`src/rtl/shift_right_sipo_rx_pkg.sv`:
```
// Shared types and sizing helpers for the shift-right SIPO receiver.
package sipo_pkg;

    localparam int SIPO_DEFAULT_WIDTH = 4;

    typedef enum logic {
        IDLE,
        RECV
    } sipo_state_t;

    function automatic int sipo_cnt_w(input int width);
        return $clog2(width + 1);
    endfunction

endpackage

```
`src/rtl/shift_right_sipo_rx_if.sv`:
```
// Serial input, handshake and status bundle between the SIPO receiver and its consumer.
interface shift_right_sipo_rx_if
    import sipo_pkg::*;
#(
    parameter int WIDTH = SIPO_DEFAULT_WIDTH
);
    localparam int CNT_W = sipo_cnt_w(WIDTH);

    logic             shift_en;
    logic             serial_data_in;
    logic             clear;
    logic             data_ack;
    logic [WIDTH-1:0] parallel_data_out;
    logic             data_valid;
    logic             overrun;
    logic [CNT_W-1:0] bit_count;

    modport master (
        output shift_en, serial_data_in, clear, data_ack,
        input  parallel_data_out, data_valid, overrun, bit_count
    );

    modport slave (
        input  shift_en, serial_data_in, clear, data_ack,
        output parallel_data_out, data_valid, overrun, bit_count
    );

endinterface

```
`src/rtl/shift_right_sipo_rx_bit_counter.sv`:
```
// Counts received bits of the current word; wrap flags the bit that completes it.
module sipo_bit_counter
    import sipo_pkg::*;
#(
    parameter int WIDTH = SIPO_DEFAULT_WIDTH,
    localparam int CNT_W = sipo_cnt_w(WIDTH)
) (
    input  logic             clk,
    input  logic             reset,
    input  logic             clear,
    input  logic             inc,
    output logic [CNT_W-1:0] count,
    output logic             wrap
);

    localparam logic [CNT_W-1:0] LAST = CNT_W'(WIDTH - 1);

    assign wrap = inc & ~clear & (count == LAST);

    always_ff @(posedge clk) begin
        if (reset || clear) begin
            count <= '0;
        end else if (inc) begin
            count <= wrap ? '0 : count + CNT_W'(1);
        end
    end

endmodule

```
`src/rtl/shift_right_sipo_rx.sv`:
```
// Shift-right SIPO receiver: rebuilds LSB-first serial words and holds them under valid/ack.
module shift_right_sipo_rx
    import sipo_pkg::*;
#(
    parameter int WIDTH = SIPO_DEFAULT_WIDTH
) (
    input  logic                 clk,
    input  logic                 reset,
    shift_right_sipo_rx_if.slave bus
);

    localparam int CNT_W = sipo_cnt_w(WIDTH);

    sipo_state_t      state, state_nxt;
    logic [WIDTH-1:1] shreg;
    logic [WIDTH-1:0] word;
    logic [WIDTH-1:0] pdo_q;
    logic             valid_q;
    logic             overrun_q;
    logic [CNT_W-1:0] count;
    logic             wrap;
    logic             shift;
    logic             word_done;
    logic             capture;
    logic             drop;
    logic             release_v;

    // clear discards the incoming bit, so it also masks the shift itself
    assign shift = bus.shift_en & ~bus.clear;

    // Bit 0 of the shift register is only ever consumed as part of a completed
    // word, so only the upper WIDTH-1 bits are kept between shifts.
    assign word = {bus.serial_data_in, shreg};

    sipo_bit_counter #(
        .WIDTH (WIDTH)
    ) u_bit_counter (
        .clk   (clk),
        .reset (reset),
        .clear (bus.clear),
        .inc   (shift),
        .count (count),
        .wrap  (wrap)
    );

    always_ff @(posedge clk) begin
        if (reset) begin
            state <= IDLE;
        end else begin
            state <= state_nxt;
        end
    end

    always_comb begin
        state_nxt = state;
        if (bus.clear) begin
            state_nxt = IDLE;
        end else begin
            unique case (state)
                IDLE: if (shift) state_nxt = RECV;
                RECV: if (wrap)  state_nxt = IDLE;
                default: state_nxt = IDLE;
            endcase
        end
    end

    always_comb begin
        word_done = (state == RECV) & wrap;
        capture   = word_done & (~valid_q | bus.data_ack);
        drop      = word_done & valid_q & ~bus.data_ack;
        release_v = ~word_done & valid_q & bus.data_ack;
    end

    always_ff @(posedge clk) begin
        if (reset || bus.clear) begin
            shreg <= '0;
        end else if (shift) begin
            shreg <= word[WIDTH-1:1];
        end
    end

    always_ff @(posedge clk) begin
        if (reset) begin
            pdo_q   <= '0;
            valid_q <= 1'b0;
        end else if (capture) begin
            pdo_q   <= word;
            valid_q <= 1'b1;
        end else if (release_v) begin
            valid_q <= 1'b0;
        end
    end

    always_ff @(posedge clk) begin
        if (reset || bus.clear) begin
            overrun_q <= 1'b0;
        end else if (drop) begin
            overrun_q <= 1'b1;
        end
    end

    assign bus.parallel_data_out = pdo_q;
    assign bus.data_valid        = valid_q;
    assign bus.overrun           = overrun_q;
    assign bus.bit_count         = count;

endmodule

```
`src/flat_wrapper.sv`:
```
// flat-port wrapper written by rule: the top's interface ports become plain ports
module shift_right_sipo_rx_flat import sipo_pkg::*;
#(
    parameter int WIDTH = SIPO_DEFAULT_WIDTH
)
  (clk, reset, bus_shift_en, bus_serial_data_in, bus_clear, bus_data_ack, bus_parallel_data_out, bus_data_valid, bus_overrun, bus_bit_count);
  shift_right_sipo_rx_if #(.WIDTH(WIDTH)) bus_i ();
  input  logic clk;
  input  logic reset;
  input wire logic [$bits(bus_i.shift_en)-1:0] bus_shift_en;
  input wire logic [$bits(bus_i.serial_data_in)-1:0] bus_serial_data_in;
  input wire logic [$bits(bus_i.clear)-1:0] bus_clear;
  input wire logic [$bits(bus_i.data_ack)-1:0] bus_data_ack;
  output wire logic [$bits(bus_i.parallel_data_out)-1:0] bus_parallel_data_out;
  output wire logic [$bits(bus_i.data_valid)-1:0] bus_data_valid;
  output wire logic [$bits(bus_i.overrun)-1:0] bus_overrun;
  output wire logic [$bits(bus_i.bit_count)-1:0] bus_bit_count;
  assign bus_i.shift_en = bus_shift_en;
  assign bus_i.serial_data_in = bus_serial_data_in;
  assign bus_i.clear = bus_clear;
  assign bus_i.data_ack = bus_data_ack;
  assign bus_parallel_data_out = bus_i.parallel_data_out;
  assign bus_data_valid = bus_i.data_valid;
  assign bus_overrun = bus_i.overrun;
  assign bus_bit_count = bus_i.bit_count;
  shift_right_sipo_rx #(.WIDTH(WIDTH)) u_core (.clk(clk), .reset(reset), .bus(bus_i));
endmodule
```
`config.mk`:
```
export PLATFORM = sky130hd
export DESIGN_NAME = shift_right_sipo_rx_flat
export DESIGN_NICKNAME = d
export VERILOG_FILES = /design/src/rtl/shift_right_sipo_rx_pkg.sv /design/src/rtl/shift_right_sipo_rx_if.sv /design/src/rtl/shift_right_sipo_rx_bit_counter.sv /design/src/rtl/shift_right_sipo_rx.sv /design/src/flat_wrapper.sv
export SDC_FILE = /design/constraint.sdc
export NUM_CORES = 1
export LEC_CHECK = 0
export BUFFER_PORTS_ARGS = -buffer_cell sky130_fd_sc_hd__buf_2
export CAP_MARGIN = 5
export CORE_UTILIZATION = 40
export CTS_CLUSTER_SIZE = 14
export DETAILED_ROUTE_END_ITERATION = 16
export SLEW_MARGIN = 20
export SYNTH_ARGS = -nofsm -noshare
export SYNTH_HDL_FRONTEND = slang
export SYNTH_SLANG_ARGS = --single-unit
```
`constraint.sdc`:
```
create_clock -name clk -period 1.7 [get_ports clk]
set_clock_uncertainty 0.05 [all_clocks]
set_input_delay 0.34 -clock clk [delete_from_list [all_inputs] [get_ports clk]]
set_output_delay 0.34 -clock clk [all_outputs]
set_load 0.1 [all_outputs]
```
Word level (Yosys, flattened, before mapping)
Index checks and enable logic that the tools add are counted.

Word-level logic and storage cells: 32. Input bits: 6. Output and inout bits: 9. Flip-flop bits (word level): 13.

$add $sub $neg: 1. Mux-type cells: 6. Equality and inequality tests: 1. Bitwise logic cells: 15. Reduce and logical (&&, ||, !) cells: 3.

Operator list (number): 1-bit AND (9); 1-bit NOT (5); 1-bit 2-to-1 mux (4); 3-bit by 1-bit adder with 3-bit output, second input constant (1); 3-bit by 2-bit == test with 1-bit output, second input constant (1); 3-bit 2-to-1 mux (1); 1-bit one-hot mux with 2 select lines (1); 2-bit nonzero test (1); 2-bit OR reduction (1); 1-bit logical OR (1); 1-bit OR (1).

Logic depth before layout (Yosys ltp)
Depth after elaboration: 10. Gate-level depth with buffers: 5. Mapped depth without buffers: 4.

Cells and area by module
From an unflattened synthesis, not the netlist that was laid out.

Cells, all modules: 55. Area total of the unflattened synthesis: 569.3 sq um.

Modules (own cells, without submodules): shift_right_sipo_rx (instances 1, area an instance 430.4 sq um, cells an instance 41); sipo_bit_counter (instances 1, area an instance 138.9 sq um, cells an instance 14).

Least setup slack after synthesis
OpenSTA, ideal clock, no wires.

Path kind: flip-flop to flip-flop. From: register u_core.u_bit_counter.count[0]. To: register u_core.pdo_q[0], in the netlist u_core.bus.parallel_data_out[0]. Buffers on the path: 1. Slack: -368 ps. Arrival: 1947 ps. Period minus slack after synthesis: 2068 ps. Cell stages (with the launch flop): 6. Cells stage by stage: dfxtp_1 -> ha_1 -> and4bb_4 -> and3b_1 -> buf_6 -> mux2i_1.

Word-level cells in the longest chain between the ends: 4.

Ends and longest elaborated chain: from (decl) (line shift_right_sipo_rx_bit_counter.sv:12) `output logic [CNT_W-1:0] count,`; from (signal assigned) (line shift_right_sipo_rx_bit_counter.sv:24) `count <= wrap ? '0 : count + CNT_W'(1);`; 3-bit by 2-bit == test with 1-bit output (line shift_right_sipo_rx_bit_counter.sv:18) `assign wrap = inc & ~clear & (count == LAST);`; 1-bit AND (line shift_right_sipo_rx_bit_counter.sv:18); 1-bit AND (line shift_right_sipo_rx.sv:68) `word_done = (state == RECV) & wrap;`; 1-bit AND (line shift_right_sipo_rx.sv:69) `capture = word_done & (~valid_q | bus.data_ack);`; to (signal assigned) (line shift_right_sipo_rx.sv:87) `pdo_q <= word;`; to (decl) (line shift_right_sipo_rx.sv:17) `logic [WIDTH-1:0] pdo_q;`.

No other way between the ends. A chain may end at the register's enable or synchronous reset.

Worst setup path after layout
Ends and elaborated chain as after synthesis.

==> run_results.csv <==
group,metric,value,unit
run_status,status,"finished clean",
clocking,htreeDepth,1,
power,swShare,0.2302,
die,start_util,0.4610,
finish,area_growth_syn_to_layout,18.31,%
setup_path,cp_top_family,"simple AND/OR/NAND/NOR gates",
setup_path,critPathSlowestCell,"dfxtp_4",
routing,routedWlPerCell,11.20,um
logic_synthesis,synth_top_area_frac,0.4760,
grt,grt_pass1_wl,1.580,mm
grt,grt_start_max_net_pins,13,
logic_synthesis,yosysWarnings,0,
power,clkPwrFrac,0.347,
logic_synthesis,synthCells,55,
routing,via_per_inst,4.783,
routing,drt-pass1-iter-count,3,
logic_synthesis,synth_cell_types,18,
setup_path,critPathMaxFanout,4,
power,power_density,826.8,mW/mm^2
routing,via_count,397,
clocking,hold_buffers,0,
finish,finalNonFillerCells,83,
clocking,post-cts-setup-buffer-count,0,
finish,fin_nets,77,
power,comb_power_share,0.077,
die,fp.dieH,38.97,um
placed_design,port_buffers,14,
finish,layout_common_cells,"buf_2, nand2b_1, dfxtp_1",
power,switchingPower,123.1,uW
routing,drc,0,
die,io_pins,15,
min_path,hp-class,"in -> reg",
clocking,clk_pin_slew,0.08,ns
finish,final_util,0.5454,
logic_synthesis,synth_top_area_cell,"dfxtp_1",
setup_path,path_buf_inv,0,
logic_synthesis,synth_fp_nets,62,
logic_synthesis,synth_area,546.8,sq um
logic_synthesis,synth.area.top_cells,"dfxtp_1, mux2i_1, nand2b_1",
die,die-area,0.001519,sq mm
die,fp.dieW,38.97,um
timing,layout_min_cycle_time,1.457,ns
run,max_cap_viol_count,0,
setup_path,end_kind,"flop",
setup_path,start_kind,"flop",
finish,fill_cells,107,
clocking,clock_path_buffers,2,
power,total_leakage_power,0.2837,nW
routing,wirelength,930,um
setup_path,worstPathArrival,1.60,ns
power,pwr-share-seq,0.576,
clocking,cts_resized,0,
setup_path,crit_path_max_incr_delay,0.36,ns
finish,drive_above_1_share,0.3188,
power,power,534.9,uW
timing,slew_headroom,0.6769,
setup_path,critPathRequiredTime,1.85,ns
power,peakVddDrop,0.0006135,V
clocking,worstSkewPairLatency,0.28,ns
clocking,cts-root-buf,"clkbuf_4",
logic_synthesis,ys_seq_elements,13,
timing,fmax,686.2,MHz
timing,hold_violations,0,
timing,fin_setup_tns,0,ns
grt,grt_pass1_vias,360,
logic_synthesis,ys_seq_area_frac,0.4760,
timing,rsz0062_at_grt,"no",
routing,ant_nets,0,
finish,layout_commonest_cell,"buf_2",
routing,drt-initial-drc-count,11,
setup_path,path_cells,"ha_1 -> and4bb_4 -> and3b_1 -> mux2i_1",
power,power.internal,411.7,uW
clocking,cts_tree,"yes",
die,floorplan.rows,12,
clocking,cts_sinks,13,
setup_path,worstSetupPathType,"reg -> reg",
timing,fin_crit_sh,0.8573,
timing,setup_viol,0,
grt,antenna_found_initial,0,
placed_design,dp_cells,79,
timing,drv_slew,0,
clocking,cts_buffers,3,
placed_design,gp_congestion,0.6548,
logic_synthesis,syn_area_per_cell,9.941,sq um
die,core_area,0.001186,sq mm
grt,overflow,0,
finish,num_antenna_cells,0,
grt,track_usage,0.1614,
timing,worst_pin_slew,0.4879,ns
## cells in the mapped netlist
| master | instances |
|---|---|
| dfxtp_1 | 13 |
| nand2b_1 | 10 |
| mux2i_1 | 8 |
| nor2_1 | 7 |
| a21oi_1 | 3 |
| clkbuf_1 | 2 |
| a31oi_1 | 1 |
| and3_1 | 1 |
| and3b_1 | 1 |
| and4bb_4 | 1 |
| buf_2 | 1 |
| buf_6 | 1 |
| ha_1 | 1 |
| nand2_1 | 1 |
| nand3b_1 | 1 |
| nor2b_1 | 1 |
| o21ai_0 | 1 |
| or2_1 | 1 |
## metal layers
| metal | share of wire | GRT usage |
|---|---|---|
| met2 | 0.38 | 0.2042 |
| met4 | 0.018 | 0.07759 |
| met3 | 0.070 | 0.08671 |
| met1 | 0.53 | 0.2171 |
| met5 | 0 | 0 |
## final timing paths
path                                         startpoint                                           end  slack, ns  depth (start not counted)
max reg2reg  u_core.u_bit_counter.count[0]$_SDFFE_PP0P_  u_core.bus.parallel_data_out[0]$_SDFFE_PP0P_       0.24                          4
min                                  bus_serial_data_in                  u_core.shreg[3]$_SDFFE_PP0P_       0.27                          3
max          u_core.u_bit_counter.count[0]$_SDFFE_PP0P_  u_core.bus.parallel_data_out[0]$_SDFFE_PP0P_       0.24                          4
min reg2reg             u_core.bus.overrun$_SDFFE_PP0P_               u_core.bus.overrun$_SDFFE_PP0P_       0.43                          2
## sequential cells by signal, indices dropped and copies added, names as in the netlist
register,count
u_core.bus.parallel_data_out,4
u_core.bus.overrun,1
u_core.u_bit_counter.count,3
u_core.bus.data_valid,1
u_core.state,1
u_core.shreg,3
## cell families after synthesis
| kind of cell | Yosys count | synth area share |
|---|---|---|
| buf+inv | 4 | 0.04347 |
| flops | 13 | 0.4760 |
| simple gates | 24 | 0.2632 |
| mux | 8 | 0.1465 |
| compound gates | 5 | 0.04805 |
| fa+ha+maj | 1 | 0.02288 |
## metrics by stage
step | hold slack, ns | setup slack [ns] | area [sq um]
global placement | 0.4152 | 0.2704 | 620.6
CTS | 0.2586 | 0.2336 | 646.9
global route | 0.2570 | 0.1322 | 646.9
finish | 0.2669 | 0.2427 | 646.9
floorplan | 0.4014 | 0.1478 | 556.8
detailed placement | 0.4143 | 0.2805 | 620.6
## tightest hold or removal path, stage by stage
cell and delay (ns):
buf_2 0.09, mux2i_1 0.06, nor2_1 0.08
## layout make-up
class / instances / area, sq um / share of cell area
Clock buffer: 4 / 26.28 / 0.04062
Multi-Input combinational cell: 38 / 262.8 / 0.4062
Sequential cell: 13 / 270.3 / 0.4178
Tap cell: 14 / 17.52 / 0.02708
Timing Repair Buffer: 14 / 70.07 / 0.1083
## power by group through the flow
stage          Combinational, mW  Sequential, mW  Clock [mW]
5_1_grt                   0.0448           0.308       0.210
3_3_place_gp              0.0413           0.315           0
4_1_cts                   0.0412           0.308       0.197
2_1_floorplan             0.0209           0.326           0
6_report                  0.0412           0.308       0.186
3_5_place_dp              0.0411           0.315           0
(Power assumes the default switching activity.)
